$ cat src/rtl/gc_trap_sequencer.sv
// Global-control sequencer: arbitrates ID-matched exceptions, sequences ifence/mret/sret
// drains, interrupts and the reset-time clear, and drives holds, PC override and trap record.

module gc_src_match #(
    parameter int ID_W = 3
) (
    input  logic            valid,
    input  logic [ID_W-1:0] id,
    input  logic [ID_W-1:0] oldest_id,
    output logic            hit
);
    assign hit = valid && (id == oldest_id);
endmodule

module gc_trap_sequencer #(
    parameter int          NUM_SRC       = 4,
    parameter int          ID_W          = 3,
    parameter int          CLEAR_DEPTH   = 64,
    parameter int          DRAIN_TIMEOUT = 0,
    parameter logic [31:0] RESET_VEC     = 32'h0
) (
    input  logic                    clk,
    input  logic                    rst,
    input  logic                    issue_new,
    input  logic [1:0]              issue_op,
    input  logic [31:0]             issue_pc_p4,
    input  logic [NUM_SRC-1:0]      exc_valid,
    input  logic [NUM_SRC*ID_W-1:0] exc_id,
    input  logic [NUM_SRC*5-1:0]    exc_code,
    input  logic [NUM_SRC*32-1:0]   exc_tval,
    output logic [NUM_SRC-1:0]      exc_ack,
    input  logic [ID_W-1:0]         oldest_id,
    input  logic [31:0]             oldest_pc,
    input  logic                    oldest_pc_invalid,
    input  logic [ID_W:0]           inflight_count,
    input  logic                    sq_empty,
    input  logic                    stores_pending,
    input  logic                    interrupt_pending,
    input  logic                    csr_busy,
    input  logic [31:0]             trap_vector,
    input  logic [31:0]             epc,
    output logic                    fetch_hold,
    output logic                    issue_hold,
    output logic                    retire_hold,
    output logic                    writeback_suppress,
    output logic                    init_clear,
    output logic                    sq_flush,
    output logic                    pc_override,
    output logic [31:0]             pc_out,
    output logic                    trap_valid,
    output logic [4:0]              trap_code,
    output logic [31:0]             trap_tval,
    output logic [31:0]             trap_pc,
    output logic                    interrupt_taken,
    output logic                    interrupt_pc_capture,
    output logic                    mret,
    output logic                    sret,
    output logic                    drain_timeout
);
    typedef enum logic [2:0] {S_CLEAR, S_IDLE, S_DRAIN, S_FLUSH, S_DISCARD} state_t;
    localparam int CW = $clog2(CLEAR_DEPTH);

    state_t             state, next_state;
    logic [CW-1:0]      clr_cnt;
    logic [1:0]         op_q;
    logic [31:0]        pc_p4_q, wd_cnt, flush_pc;
    logic               interrupt_req, cap_pend;
    logic [NUM_SRC-1:0] hit, win;
    logic               int_elig, op_done;

    for (genvar i = 0; i < NUM_SRC; i++) begin : g_src
        gc_src_match #(.ID_W(ID_W)) u_match (
            .valid     (exc_valid[i]),
            .id        (exc_id[i*ID_W +: ID_W]),
            .oldest_id (oldest_id),
            .hit       (hit[i])
        );
    end

    // isolate lowest set bit: lowest-index source wins
    assign win      = hit & (~hit + NUM_SRC'(1));
    assign int_elig = interrupt_req && !csr_busy;
    assign op_done  = (state == S_DRAIN) && (op_q != 2'd0) && (inflight_count == '0) && sq_empty;
    assign interrupt_pc_capture = cap_pend && !oldest_pc_invalid;

    always_comb begin
        next_state      = state;
        exc_ack         = '0;
        trap_valid      = 1'b0;
        interrupt_taken = 1'b0;
        mret            = 1'b0;
        sret            = 1'b0;
        trap_code       = '0;
        trap_tval       = '0;
        trap_pc         = '0;
        case (state)
            S_CLEAR: if (clr_cnt == CW'(CLEAR_DEPTH-1)) next_state = S_IDLE;
            S_IDLE, S_DRAIN: begin
                if (|hit) begin
                    next_state = S_FLUSH;
                    trap_valid = 1'b1;
                    exc_ack    = win;
                    trap_pc    = oldest_pc;
                end else if (int_elig) begin
                    next_state      = S_FLUSH;
                    interrupt_taken = 1'b1;
                end else if (state == S_IDLE) begin
                    if (issue_new || (|exc_valid)) next_state = S_DRAIN;
                end else if (op_done) begin
                    next_state = S_FLUSH;
                    mret       = (op_q == 2'd2);
                    sret       = (op_q == 2'd3);
                end else if (op_q == 2'd0 && exc_valid == '0) begin
                    next_state = S_IDLE;
                end
            end
            S_FLUSH:   next_state = S_DISCARD;
            S_DISCARD: if (inflight_count == '0 && !stores_pending) next_state = S_IDLE;
            default:   next_state = S_CLEAR;
        endcase
        for (int i = 0; i < NUM_SRC; i++) begin
            if (exc_ack[i]) begin
                trap_code = exc_code[i*5 +: 5];
                trap_tval = exc_tval[i*32 +: 32];
            end
        end
    end

    assign flush_pc = (trap_valid || interrupt_taken) ? trap_vector :
                      (op_q == 2'd1) ? pc_p4_q : epc;

    always_ff @(posedge clk or posedge rst) begin
        if (rst) begin
            state              <= S_CLEAR;
            clr_cnt            <= '0;
            op_q               <= '0;
            pc_p4_q            <= '0;
            wd_cnt             <= '0;
            interrupt_req      <= 1'b0;
            cap_pend           <= 1'b0;
            init_clear         <= 1'b1;
            fetch_hold         <= 1'b1;
            issue_hold         <= 1'b1;
            writeback_suppress <= 1'b1;
            retire_hold        <= 1'b0;
            sq_flush           <= 1'b0;
            pc_override        <= 1'b0;
            pc_out             <= '0;
            drain_timeout      <= 1'b0;
        end else begin
            state              <= next_state;
            clr_cnt            <= (state == S_CLEAR) ? clr_cnt + CW'(1) : '0;
            init_clear         <= (next_state == S_CLEAR);
            fetch_hold         <= next_state inside {S_CLEAR, S_DRAIN, S_FLUSH};
            issue_hold         <= csr_busy || (next_state != S_IDLE);
            writeback_suppress <= next_state inside {S_CLEAR, S_DISCARD};
            retire_hold        <= (next_state == S_FLUSH) && !csr_busy;
            sq_flush           <= (state == S_DISCARD) && (next_state == S_IDLE);
            pc_override        <= ((state == S_CLEAR) && (next_state == S_IDLE)) || (state == S_FLUSH);
            // the target is frozen on FLUSH entry; the override itself goes out a cycle later
            if (state == S_CLEAR && next_state == S_IDLE) pc_out <= RESET_VEC;
            else if (next_state == S_FLUSH)               pc_out <= flush_pc;
            if (state == S_IDLE && next_state == S_DRAIN) begin
                op_q    <= issue_new ? issue_op : 2'd0;
                if (issue_new) pc_p4_q <= issue_pc_p4;
            end
            if (interrupt_taken)        interrupt_req <= 1'b0;
            else if (interrupt_pending) interrupt_req <= 1'b1;
            if (interrupt_taken)           cap_pend <= 1'b1;
            else if (interrupt_pc_capture) cap_pend <= 1'b0;
            if (state == S_DRAIN) begin
                if (wd_cnt != '1) wd_cnt <= wd_cnt + 32'd1;
                if (DRAIN_TIMEOUT != 0 && wd_cnt == 32'(DRAIN_TIMEOUT-1)) drain_timeout <= 1'b1;
            end else begin
                wd_cnt <= '0;
            end
        end
    end

    a_issue_idle: assert property (@(posedge clk) disable iff (rst) issue_new |-> state == S_IDLE);
endmodule
$ cat config.mk
export PLATFORM = sky130hd
export DESIGN_NAME = gc_trap_sequencer
export DESIGN_NICKNAME = d
export VERILOG_FILES = /design/src/rtl/gc_trap_sequencer.sv
export SDC_FILE = /design/constraint.sdc
export NUM_CORES = 1
export LEC_CHECK = 0
export ABC_AREA = 1
export BUFFER_PORTS_ARGS = -buffer_cell sky130_fd_sc_hd__buf_2
export CAP_MARGIN = 15
export CELL_PAD_IN_SITES_DETAIL_PLACEMENT = 0
export CELL_PAD_IN_SITES_GLOBAL_PLACEMENT = 1
export CORE_AREA = 2 2 166 168
export CTS_CLUSTER_DIAMETER = 200
export CTS_CLUSTER_SIZE = 10
export DETAILED_ROUTE_END_ITERATION = 10
export DIE_AREA = 0 0 168 170
export GPL_TIMING_DRIVEN = 0
export MAX_ROUTING_LAYER = met4
export PLACE_DENSITY = 0.68
export REMOVE_ABC_BUFFERS = 1
export SETUP_SLACK_MARGIN = 0.15
export SYNTH_ARGS = -nofsm -noshare
export SYNTH_HDL_FRONTEND = slang
export SYNTH_SLANG_ARGS = --single-unit
$ cat constraint.sdc
create_clock -name clk -period 2.9 [get_ports clk]
set_input_delay 0.87 -clock clk [delete_from_list [all_inputs] [get_ports clk]]
set_output_delay 0.87 -clock clk [all_outputs]
set_load 0.1 [all_outputs]
==> run summary <==
Final Max Slew Viols = 0
DR vias/cell = 4.71
Worst path required time = 2.03 ns
WL per Instance = 20.9 um
RSZ-0062 raised after global routing = yes
Clock transition at the registers of the reported paths = 0.07 ns
Critical Path Stages = 12
Largest cells by area after synthesis = dfrtp_1 34%, nand2_1 21%, nand3_1 9.7%
Share of layout cells above drive strength 1 = 0.560
Failing checks = negative setup slack
Most frequent cell after synthesis = nand2_1
Finished Core Util = 0.462
Ys async rst share = 1.00
Row count = 60
Area leader, netlist = dfrtp_1
TritonCTS Buffers = 9
Cell Area, Synth = 0.00596 mm^2
Reg2reg start = state[0]$_DFF_PP0_
Power Density = 799 mW/mm^2
Non-Filler Instances = 1,706
Area growth syn-to-layout = 106%
Dpl hpwl = 22,900 um
Crit-path max FO = 5
Dominant synthesized flop cell = dfrtp_1
Most frequent cell on the critical path = nand3_4
Worst slew margin = 0.345
# setup viols final = 77
#FFs+latches synth = 84
Vias in the first global route = 8,097
Number of nets still failing antenna checks after routing = 0
Placer Congestion = 0.814
Die ar. = 0.0286 mm^2
Sequential area share after synthesis = 0.353
CTS tree = done
Setup TNS = -21.84 ns
Fin nets = 1,659
Final WS setup = -0.443 ns
Core Area = 0.0267 mm^2
Achievable Freq = 0.299 GHz
Startpoint Class = primary input
Distinct cell type count after synthesis = 39
HP Class = reg2reg
Crit-path cells = buf_4 -> inv_1 -> nand2_2 -> nand3_4 -> inv_2 -> nand2_4 -> nand3_4 -> clkinvlp_4 -> buf_6 -> a22oi_2 -> nand3_2 -> buf_12
Number of hold buffers added after CTS = 0
Cell family with most CP delay = buffers and inverters
Crit path capture = trap_tval[20]
Synth Instances = 882
Worst Setup SP = exc_id[1]
Final Hold Viols = 0
GR Overflow Total = 0
Period utilization = 1.15
Min Tclk post-route = 3.34 ns
Max incr delay on CP = 0.31 ns
Post-synth EDFFs = 0
Ys Warns = 1
Top-area cell type share of the netlist area = 0.336
DR vias = 8,030
DIE HEIGHT = 170 um
Worst path arrival time = 2.47 ns
Die X = 168 um
Initial Util = 0.224
FF-to-FF End = pc_p4_q[22]$_DFFE_PP0P_
Worst Reg-to-Reg Cells = 10
Setup crit end kind = output pin
I/O pins = 427
Largest net degree at the start of global routing = 60
Fillers = 2,639
Port Buffers = 425
Reg2reg setup slack = 0.48 ns
Crit path max-delay cell type = a22oi_2
Design Power = 9.83 mW
DRT Pass-1 Iters = 5
GRT Util Overall = 0.242
Status = complete, but fails checks
DRC = 0
First-pass GRT wire length = 49,900 um
Peak supply drop = 400 uV
Antenna violations before repair = 14
Avg Cell Area, Syn = 6.76 um^2
DR iter-0 viols = 462
DRT Wirelength = 35,700 um
Slew @ Worst Pin = 0.982 ns
Top cells by instance count after synthesis = 333 x nand2_1, 115 x nand3_1, 80 x dfrtp_1, 79 x inv_1, 64 x nor2_1
Maxcap violations = 0
Buf+Inv Stages, Crit Path = 6
Clock sinks = 84
Deepest clock path buffer count = 2
Root buf cell = clkbuf_16
Post-Place Cells = 1,599
Clk_lat worst skew = 0.35 ns
Worst Clk Skew = 0.00911 ns
LEAKAGE = 6.51 nW
H-tree depth = 3
Critical Setup Path Class = in2out
==> through the flow <==
| step | hold slack [ns] | setup WS (ns) | instance area, um^2 |
|---|---|---|---|
| 3_5_place_dp | 0.453 | -1.77 | 8420 |
| 3_3_place_gp | 0.447 | -3.12 | 8220 |
| 4_1_cts | 0.468 | -0.359 | 11300 |
| 6_report | 0.466 | -0.443 | 12300 |
| 2_1_floorplan | 0.433 | -2.86 | 5660 |
| 5_1_grt | 0.495 | -0.483 | 12300 |
==> cells in the final DEF, fill, tap and decap left out, drive strengths merged <==
master    Yosys  layout
mux2         32      32
a22oi        37      37
o21bai        1       1
or2           1       1
nor3         10      10
nand3b        3       3
dfrtp        80      80
diode         0      11
dfstp         4       4
a21oi         6       6
nand4        36      36
bufinv        0       1
clkinv        1       5
nor2         68      71
nand2       338     344
inv          82      77
o31ai         1       1
o21ai         4       4
a21boi        3       3
clkbuf       19      15
conb          1       1
nand3       116     116
ha            1       1
buf          37     499
clkinvlp      0       5
nor3b         1       1
==> routing by layer <==
| layer | up-vias | wire length (um) | global-route usage |
|---|---|---|---|
| li1 | 3830 | - | - |
| met3 | 51 | 2570 | 0.0609 |
| met5 | - | 0 | - |
| met1 | 3787 | 13000 | 0.258 |
| met2 | 362 | 19000 | 0.433 |
| met4 | 0 | 1140 | 0.0919 |
==> tightest hold or removal path, delay by kind of cell (launching register included) <==
family	cells	cell delay, ns
simple gates	2	0.10
flops	1	0.34
==> logic make-up after synthesis <==
logic type,share of synthesized area
compound gates,0.0632
fa+ha+maj,0.00210
buf+inv,0.103
flops,0.353
mux,0.0604
other cells,0.000629
simple gates,0.418
==> report_power, final <==
group          total [mW]  internal [mW]  switching, mW
Sequential           1.82           1.60          0.225
Combinational        6.79           2.02           4.77
Clock                1.22          0.715          0.509
==> cell type report <==
class | count | area (um^2) | area share
inverter | 83 | 362 | 0.0294
clock buffer | 12 | 256 | 0.0208
timing repair inverter | 1 | 7.51 | 0.000610
tap | 341 | 427 | 0.0347
timing repair buffer | 502 | 4420 | 0.359
antenna | 11 | 27.5 | 0.00224
clock inverter | 4 | 48.8 | 0.00396
multi-input combinational | 668 | 4650 | 0.378
sequential | 84 | 2110 | 0.171
==> state kept, by name, summed over array words and instances (netlist names), 2 cells and up <==
| name | flops |
|---|---|
| pc_out | 32 |
| clr_cnt | 6 |
| state | 3 |
| pc_p4_q | 32 |
| op_q | 2 |
==> worst min-delay path by stage <==
stage | start | end | cells after the start
5_1_grt | pc_p4_q[27]$_DFFE_PP0P_ | pc_p4_q[27]$_DFFE_PP0P_ | 2
3_3_place_gp | pc_p4_q[22]$_DFFE_PP0P_ | pc_p4_q[22]$_DFFE_PP0P_ | 2
4_1_cts | pc_p4_q[19]$_DFFE_PP0P_ | pc_p4_q[19]$_DFFE_PP0P_ | 2
6_report | pc_p4_q[19]$_DFFE_PP0P_ | pc_p4_q[19]$_DFFE_PP0P_ | 2
3_5_place_dp | pc_p4_q[19]$_DFFE_PP0P_ | pc_p4_q[19]$_DFFE_PP0P_ | 2
2_1_floorplan | clr_cnt[0]$_DFF_PP0_ | clr_cnt[0]$_DFF_PP0_ | 1
==> repair_timing <==
action                     in CTS  in global routing
setup endpoints to repair     146                121
pin swaps                      37                 35
resized for setup             517                155
hold endpoints to repair        0                  0
setup buffers                  47                 17
gates cloned                   11                  5
(Power assumes the default switching activity.)
